File: config.mk
export PLATFORM = sky130hd
export DESIGN_NAME = wbs_mem_ctrl
export DESIGN_NICKNAME = d
export VERILOG_FILES = /design/src/rtl/wbs_mem_ctrl.sv
export SDC_FILE = /design/constraint.sdc
export NUM_CORES = 1
export LEC_CHECK = 0
export ABC_CLOCK_PERIOD_IN_PS = 4200
export CAP_MARGIN = 20
export CORE_UTILIZATION = 50
export DETAILED_ROUTE_END_ITERATION = 10
export HOLD_SLACK_MARGIN = 0.12
export PLACE_DENSITY_LB_ADDON = 0.12
export RECOVER_POWER = 25
export SLEW_MARGIN = 15
export SYNTH_ARGS = -nofsm -noshare
export SYNTH_HDL_FRONTEND = slang
export SYNTH_SLANG_ARGS = --single-unit
File: constraint.sdc
create_clock -name clk -period 4.2 [get_ports clk]
set_clock_uncertainty 0.1 [all_clocks]
set_input_delay 0.63 -clock clk [delete_from_list [all_inputs] [get_ports clk]]
set_output_delay 0.63 -clock clk [all_outputs]
set_load 0.02 [all_outputs]
File: src/rtl/wbs_mem_ctrl.sv
// Wishbone slave for the KD-tree accelerator: address decode, mode/debug/start control and memory write/read sequencing.
// Optional feature: define WBS_READBACK_EN to make the control registers readable and to allow clearing the sticky error.
module wbs_mem_ctrl #(
    parameter int DATA_WIDTH = 11,
    parameter int NODE_AW    = 6,
    parameter int LEAF_AW    = 9,
    parameter int QUERY_AW   = 9
) (
    input  logic                    clk,
    input  logic                    rst_n,
    input  logic                    wbs_cyc_i,
    input  logic                    wbs_stb_i,
    input  logic                    wbs_we_i,
    input  logic [3:0]              wbs_sel_i,
    input  logic [31:0]             wbs_adr_i,
    input  logic [31:0]             wbs_dat_i,
    output logic                    wbs_ack_o,
    output logic [31:0]             wbs_dat_o,
    output logic                    node_wen,
    output logic [NODE_AW-1:0]      node_addr,
    output logic [2*DATA_WIDTH-1:0] node_wdata,
    output logic                    leaf_wen,
    output logic [LEAF_AW-1:0]      leaf_addr,
    output logic [63:0]             leaf_wdata,
    output logic                    query_wen,
    output logic [QUERY_AW-1:0]     query_addr,
    output logic [63:0]             query_wdata,
    output logic                    best_ren,
    output logic [QUERY_AW-1:0]     best_addr,
    input  logic [DATA_WIDTH-1:0]   best_rdata,
    output logic                    mode_o,
    output logic                    debug_o,
    output logic                    fsm_start_o,
    input  logic                    fsm_done_i,
    input  logic                    fsm_busy_i
);

    localparam logic [15:0] REG_CTRL  = 16'h3000;
    localparam logic [15:0] REG_QUERY = 16'h3001;
    localparam logic [15:0] REG_LEAF  = 16'h3002;
    localparam logic [15:0] REG_BEST  = 16'h3003;
    localparam logic [15:0] REG_NODE  = 16'h3004;

    localparam logic [15:0] OFF_MODE  = 16'h0000;
    localparam logic [15:0] OFF_DEBUG = 16'h0004;
    localparam logic [15:0] OFF_DONE  = 16'h0008;
    localparam logic [15:0] OFF_START = 16'h000C;
    localparam logic [15:0] OFF_BUSY  = 16'h0010;

    localparam int IDX_W = (LEAF_AW > QUERY_AW) ? LEAF_AW : QUERY_AW;

    typedef enum logic [1:0] {S_IDLE, S_RD, S_ACK} state_t;

    state_t             state;
    logic [31:0]        dat_reg;
    logic               rd_best;
    logic               err;
    logic               hold_valid;
    logic               hold_leaf;
    logic [IDX_W-1:0]   hold_idx;
    logic [31:0]        hold_data;

    logic [15:0]        region;
    logic [15:0]        offset;
    logic               req;
    logic               valid_region;
    logic               wr_ok;
    logic               is_leaf;
    logic [IDX_W-1:0]   word_idx;
    logic               hold_match;
    logic [31:0]        ctrl_rdata;

    assign region       = wbs_adr_i[31:16];
    assign offset       = wbs_adr_i[15:0];
    assign req          = wbs_cyc_i & wbs_stb_i;
    assign valid_region = region inside {REG_CTRL, REG_QUERY, REG_LEAF, REG_BEST, REG_NODE};
    assign wr_ok        = wbs_we_i && (wbs_sel_i == 4'hF);
    assign is_leaf      = (region == REG_LEAF);
    assign word_idx     = is_leaf ? IDX_W'(wbs_adr_i[LEAF_AW+2:3]) : IDX_W'(wbs_adr_i[QUERY_AW+2:3]);
    assign hold_match   = hold_valid && (hold_idx == word_idx) && (hold_leaf == is_leaf);

    // Best-memory data arrives one cycle after best_ren, i.e. during the ack cycle itself.
    assign wbs_dat_o = rd_best ? {{(32-DATA_WIDTH){1'b0}}, best_rdata} : dat_reg;

    always_comb begin
        // NOTE: default first so every path assigns ctrl_rdata and no latch is inferred.
        ctrl_rdata = '0;
`ifdef WBS_READBACK_EN
        case (offset)
            OFF_MODE:  ctrl_rdata = {31'b0, mode_o};
            OFF_DEBUG: ctrl_rdata = {31'b0, debug_o};
            OFF_DONE:  ctrl_rdata = {30'b0, err, fsm_done_i};
            OFF_BUSY:  ctrl_rdata = {31'b0, fsm_busy_i};
            default:   ctrl_rdata = '0;
        endcase
`endif
    end

`ifndef WBS_READBACK_EN
    logic unused_status;
    assign unused_status = &{1'b0, err, fsm_done_i};
`endif

    // NOTE: all state below uses non-blocking assignments so every register samples pre-edge values.
    always_ff @(posedge clk or negedge rst_n) begin
        if (!rst_n) begin
            state       <= S_IDLE;
            wbs_ack_o   <= 1'b0;
            dat_reg     <= '0;
            rd_best     <= 1'b0;
            node_wen    <= 1'b0;
            node_addr   <= '0;
            node_wdata  <= '0;
            leaf_wen    <= 1'b0;
            leaf_addr   <= '0;
            leaf_wdata  <= '0;
            query_wen   <= 1'b0;
            query_addr  <= '0;
            query_wdata <= '0;
            best_ren    <= 1'b0;
            best_addr   <= '0;
            mode_o      <= 1'b0;
            debug_o     <= 1'b0;
            fsm_start_o <= 1'b0;
            err         <= 1'b0;
            // NOTE: the hold register is a handful of flops, not a RAM, so resetting it is cheap and keeps it clean.
            hold_valid  <= 1'b0;
            hold_leaf   <= 1'b0;
            hold_idx    <= '0;
            hold_data   <= '0;
        end else begin
            case (state)
                S_IDLE: begin
                    if (req && valid_region) begin
                        if (region == REG_BEST && !wbs_we_i) begin
                            best_ren  <= 1'b1;
                            best_addr <= wbs_adr_i[QUERY_AW+1:2];
                            state     <= S_RD;
                        end else begin
                            wbs_ack_o <= 1'b1;
                            state     <= S_ACK;
                            if (!wbs_we_i && region == REG_CTRL)
                                dat_reg <= ctrl_rdata;
                            if (wr_ok) begin
                                case (region)
                                    REG_CTRL: begin
                                        case (offset)
                                            OFF_MODE:  mode_o  <= wbs_dat_i[0];
                                            OFF_DEBUG: debug_o <= wbs_dat_i[0];
                                            OFF_START: if (wbs_dat_i[0] && !fsm_busy_i) fsm_start_o <= 1'b1;
`ifdef WBS_READBACK_EN
                                            OFF_DONE:  if (wbs_dat_i[1]) err <= 1'b0;
`endif
                                            default: ;
                                        endcase
                                    end
                                    REG_NODE: begin
                                        if (mode_o && wbs_adr_i[NODE_AW-1:0] != '0) begin
                                            node_wen   <= 1'b1;
                                            node_addr  <= wbs_adr_i[NODE_AW-1:0];
                                            node_wdata <= wbs_dat_i[2*DATA_WIDTH-1:0];
                                        end
                                    end
                                    REG_LEAF, REG_QUERY: begin
                                        if (mode_o) begin
                                            if (!wbs_adr_i[2]) begin
                                                // A later lower half simply replaces any pending one.
                                                hold_valid <= 1'b1;
                                                hold_leaf  <= is_leaf;
                                                hold_idx   <= word_idx;
                                                hold_data  <= wbs_dat_i;
                                            end else if (hold_match) begin
                                                hold_valid <= 1'b0;
                                                if (is_leaf) begin
                                                    leaf_wen   <= 1'b1;
                                                    leaf_addr  <= word_idx[LEAF_AW-1:0];
                                                    leaf_wdata <= {wbs_dat_i, hold_data};
                                                end else begin
                                                    query_wen   <= 1'b1;
                                                    query_addr  <= word_idx[QUERY_AW-1:0];
                                                    query_wdata <= {wbs_dat_i, hold_data};
                                                end
                                            end else begin
                                                err <= 1'b1;
                                            end
                                        end
                                    end
                                    default: ;
                                endcase
                            end
                        end
                    end
                end
                S_RD: begin
                    best_ren <= 1'b0;
                    // An abandoned read still finishes in the memory but is never acknowledged.
                    if (req) begin
                        wbs_ack_o <= 1'b1;
                        rd_best   <= 1'b1;
                        state     <= S_ACK;
                    end else begin
                        state <= S_IDLE;
                    end
                end
                S_ACK: begin
                    wbs_ack_o   <= 1'b0;
                    dat_reg     <= '0;
                    rd_best     <= 1'b0;
                    node_wen    <= 1'b0;
                    leaf_wen    <= 1'b0;
                    query_wen   <= 1'b0;
                    fsm_start_o <= 1'b0;
                    state       <= S_IDLE;
                end
                default: state <= S_IDLE;
            endcase
        end
    end

endmodule

==> results of run 1 <==
-- cell type report --
type,instances,area share (%)
multi-input cells,353,25.1
flip-flops and latches,237,44.0
clock buffers,36,5.39
well taps,234,2.17
clock inverters,10,1.06
inverters,3,0.0835
repair buffers,301,22.2
-- cells in the final DEF (no fill, tap or decap), types with 7 or more instances in the layout --
master	n
and2_1	12
buf_4	11
clkbuf_16	25
clkdlybuf4s50_1	284
conb_1	21
dfrtp_1	237
mux2_1	217
mux2_4	10
nand2_1	13
nor2_1	9
nor4_1	7
xor2_1	9
-- worst max-delay path, stage by stage --
cell,delay [ns]
clkdlybuf4s50_1,0.41
or4_4,0.58
or4b_1,0.58
nor3_1,0.29
and2_1,0.56
mux2_1,0.39
-- how the worst min path moves through the flow --
stage	start	endpoint	slack, ns
finish	best_addr[5]	best_addr[5]	0.38
global placement	best_addr[2]	best_addr[2]	0.37
global route	leaf_wdata[40]	leaf_wdata[40]	0.40
floorplan	rst_n	best_addr[0]	0.23
detailed placement	best_addr[5]	best_addr[5]	0.38
CTS	rst_n	leaf_wdata[12]	0.12
-- state kept, by name (all words and copies together), names as in the netlist, 2 cells and up --
register / count
leaf_wdata: 64
query_wdata: 64
hold_data: 32
node_wdata: 22
best_addr: 9
hold_idx: 9
leaf_addr: 9
query_addr: 9
node_addr: 6
state: 2
-- where the power goes --
group          switching, mW  internal, mW  total, mW
registers          0.0000800          2.28       2.28
logic                  0.117        0.0923      0.209
clock network          0.877          1.39       2.27
total                  0.994          3.77       4.76
-- kinds of logic after synthesis --
group	Yosys count	synth area share [%]
xor gates and xnor gates	11	1.01
DFF	237	62.1
AOI/OAI and AO/OA	19	1.40
and+or+nand+nor	75	4.93
other	1	0.0393
muxes	227	27.2
buffers and inverters	52	3.29
-- routing by layer --
metal / share of wire, % / wire length (um) / vias to the layer above
met3: 7.1 / 1580 / 45
met2: 48 / 10700 / 232
met5: 0 / 0 / -
met1: 42 / 9320 / 3122
li1: - / - / 2773
met4: 2.6 / 585 / 0
==> flow_metrics.tcl, run 1 <==
set metrics [dict create \
    cts_resized 0 \
    fmax_mhz 318 \
    cts_tree "built" \
    finalMaxSlewViolations 118 \
    violations "capacitance limit, slew limit" \
    clk_latency_ns 0.52 \
    p_leak_nw 6.70 \
    powerDensity_mw_per_mm2 353 \
    tightest_slew_ns 2.81 \
    globalRouteOverflowTotal 0 \
    worstPathArrival_ns 3.43 \
    top_usage_layer "met2" \
    holdBufCountCts 0 \
    cap_violations 1 \
    portBuffers 286 \
    yosys_warnings 0 \
    ys_ff_latch 237 \
    whs_ns 0.385 \
    status "finished with violations" \
    path_max_fanout 10 \
    fin_ws_ns 1.06 \
    yosysTopAreaCellShare_pct 62.1 \
    viasPerCell 5.26 \
    num_vias 6172 \
    ys_types 43 \
    ys.flop_type "dfrtp_1" \
    use_met3_pct 5.81 \
    setup_viol 0 \
    syn-cell-area_sq_mm 0.00954 \
    finalCriticalPeriod_ns 3.14 \
    cts_setup_buffers 0 \
    path_class "in2reg" \
    die-area_sq_mm 0.0196 \
    r2r_setup_slack_ns 1.38 \
    netlist_instances 622 \
    fillers 1230 \
    drive_above_1_share_pct 8.30 \
    crit_path_end_kind "flop" \
    diodes 0 \
    rsz0062_at_grt "no" \
    path_clk_slew_ns 0.05 \
    synth_edf_count 0 \
    r2r-end "query_wdata[51]" \
    rows 50 \
    yosysTopAreaCell "dfrtp_1" \
    finalPower_mw 4.76 \
    synthMostInstantiatedCell "dfrtp_1" \
    critPathLaunchType "input port" \
    synth_area_leaders "dfrtp_1 62%, mux2_1 26%, buf_4 1.7%" \
    drc 0 \
    endpoint "best_addr[1]" \
    synth_common_cells "237 x dfrtp_1, 217 x mux2_1, 21 x buf_4" \
    crit_required_ns 4.48 \
    drt_iter0_drc 235 \
    hpwl_um 15500 \
    io_pins 309 \
    clkSinkCount 237 \
    area_growth_pct 41.3 \
    grt_use_total_pct 23.0 \
    dp_cells 1128 \
    pre_cts_ws_ns 0.539 \
    post_drt_wl_per_cell_um 18.9 \
    wl_um 22200 \
    vdd_ir_drop_max_uv 335 \
    finish.instance_area_sq_mm 0.0135 \
    antenna_found_initial 0 \
    cts_root_buffer "clkbuf_16" \
    dieWidth_um 140 \
    h-tree-depth 1 \
    min_path_type "reg2reg" \
    fin_crit_sh_pct 74.8 \
    setup_tns_ns 0 \
    regArea_sq_mm 0.00593 \
    layoutNonFillerInstCount 1174 \
    initial_utilization_pct 51.0 \
    hold_violations 0 \
    grt_first_pass_wirelength_um 35800 \
    multi_input_area_sq_mm 0.00339 \
    relSlewSlack_pct -87.4 \
    reg2reg_depth 6 \
    fin_util_pct 72.1 \
    grt_util_met1_pct 29.6 \
    core_area_sq_mm 0.0187 \
    gp_congestion 0.847 \
    grt_pass1_vias 6542 \
    die_h_um 140 \
    min_path_cells 1 \
    ys_seq_area_share_pct 62.1 \
    post_dp_cell_area_sq_mm 0.0126 \
    r2r-start "state[1]" \
    ant_nets 0 \
    startpoint "wbs_adr_i[24]" \
    cts_made_buffers 25 \
    globalRouteMet2Util_pct 38.5 \
    firstDrtPassIters 4 \
    avgSynthCellArea_sq_um 15.3 \
    cts_buffer_depth 3 \
    grt_max_degree 118 \
    async_reset_ff_share_pct 100 \
    nets 1007 \
]
Note: power is estimated with default switching activity, not from simulation.
==> run 2: changes to the inputs <==
Settings changed: ABC_CLOCK_PERIOD_IN_PS 4200 to 2800, CORE_UTILIZATION 50 to 42.
Clock period 4.2 ns to 2.8 ns, I/O delays scaled along.
==> run 2 against run 1 <==
  * The run ends with DRC, capacitance limit, slew limit left
  * Hold slack got worse by 0.0025 ns
  * Via count increased by 1.8%
  * Die area increased by 19%
  * Non-clock buffer count is 41 higher
  * Setup slack worse by 0.99 ns
  * Sequential power is 50% higher
  * Power is 50% higher
  * Core utilization down 8.7 points
  * Sequential share of layout area fell by 1.5 points
  * Final area increased by 3.6%
  * Global-route usage shrank 2.8 points
  * Register-to-register slack got worse by 1.1 ns
  * Largest cell class unchanged
==> flow_metrics.tcl, run 2 (same netlist as run 1, synthesis figures left out) <==
set metrics [dict create \
    whs_ns 0.382 \
    core_area_sq_mm 0.0220 \
    cts_buffer_depth 3 \
    crit_path_end_kind "flop" \
    cts_made_buffers 26 \
    min_path_type "reg2reg" \
    cts_tree "built" \
    grt_first_pass_wirelength_um 37600 \
    powerDensity_mw_per_mm2 512 \
    wl_um 23300 \
    antenna_found_initial 0 \
    finalCriticalPeriod_ns 2.73 \
    critPathLaunchType "input port" \
    ant_nets 0 \
    finalMaxSlewViolations 86 \
    drt_iter0_drc 206 \
    dieWidth_um 153 \
    h-tree-depth 1 \
    status "finished with violations" \
    rows 54 \
    fmax_mhz 366 \
    globalRouteOverflowTotal 0 \
    fin_crit_sh_pct 97.7 \
    post_drt_wl_per_cell_um 18.5 \
    setup_tns_ns 0 \
    gp_congestion 0.853 \
    final_cell_mix "285 x clkdlybuf4s50_1, 237 x dfrtp_1, 217 x mux2_1" \
    hold_violations 0 \
    cts_root_buffer "clkbuf_16" \
    io_pins 309 \
    die_h_um 153 \
    diodes 0 \
    grt_max_degree 88 \
    initial_utilization_pct 43.3 \
    grt_pass1_vias 6779 \
    firstDrtPassIters 9 \
    die-area_sq_mm 0.0233 \
    violations "DRC, capacitance limit, slew limit" \
    nets 1049 \
    reg_top3 "leaf_wdata (64), query_wdata (64), hold_data (32)" \
    num_vias 6283 \
    path_class "in2reg" \
    drive_above_1_share_pct 11.6 \
    area_growth_pct 46.4 \
    clkSinkCount 237 \
    hpwl_um 16900 \
    relSlewSlack_pct -29.4 \
    tightest_slew_ns 1.94 \
    vdd_ir_drop_max_uv 513 \
    path_clk_slew_ns 0.06 \
    grt_use_total_pct 20.2 \
    clk_latency_ns 0.52 \
    cap_violations 1 \
    viasPerCell 4.99 \
    setup_viol 0 \
    path_max_fanout 26 \
    worstPathArrival_ns 3.02 \
    portBuffers 286 \
    p_leak_nw 6.94 \
    drc 20 \
    final_common_cell "clkdlybuf4s50_1" \
    crit_required_ns 3.08 \
]
==> run 2: what timing repair did <==
item | in CTS | in global routing
hold buffers | 1 | 0
hold endpoints to repair | 83 | 0
setup buffers | 0 | 0
endpoints found under the setup margin | 0 | 35
gates resized for setup | 0 | 1
==> run 2: cell type report <==
class / instances / area, sq um
fill: 1672 / 8060
sequential: 237 / 5930
timing repair buffer: 342 / 3430
multi-input combinational: 353 / 3400
clock buffer: 39 / 771
tap: 280 / 350
clock inverter: 6 / 82.6
inverter: 3 / 11.3
==> run 2: report_power, final <==
group	internal (mW)	switching, mW
Clock	2.07	1.31
Combinational	0.165	0.181
Sequential	3.43	0.000151
==> run 2: final timing paths <==
kind | startpoint | to | slack, ns | depth (start not counted)
worst max-delay path | wbs_adr_i[24] | leaf_wdata[15] | 0.07 | 7
worst min-delay path | best_addr[5] | best_addr[5] | 0.38 | 1
worst max register to register | hold_idx[3] | leaf_wdata[15] | 0.24 | 7
worst min register to register | best_addr[5] | best_addr[5] | 0.38 | 1
max in group asynchronous | rst_n | rd_best | 0.42 | 3
min in group asynchronous | rst_n | query_wdata[50] | 0.89 | 2
==> run 2: layer usage <==
metal / global-route usage [%] / vias to the layer above / routed length [um]
li1: - / 2844 / -
met5: 0 / - / 0
met2: 33.6 / 225 / 11100
met3: 5.86 / 37 / 1910
met4: 5.63 / 0 / 533
met1: 25.6 / 3177 / 9810
==> run 2: critical path, cell delays in order <==
cell and delay [ns]:
clkdlybuf4s50_1 0.40, or4_4 0.59, nor4b_4 0.31, nand4_1 0.14, or4_4 0.58, buf_12 0.21
mux2_1 0.35
==> run 2: stage by stage <==
step	instances	area, sq um	utilization (%)	setup WS (ns)	power (mW)
after global routing	1260	14000	63.4	-0.00789	7.40
final	1260	14000	63.4	0.0651	7.15
after floorplan	642	9620	-	0.0585	3.58
after detailed placement	1214	13100	59.5	-0.476	3.84
after CTS	1260	14000	63.4	0.0663	7.24
after global placement	1214	13100	59.5	-0.432	3.83
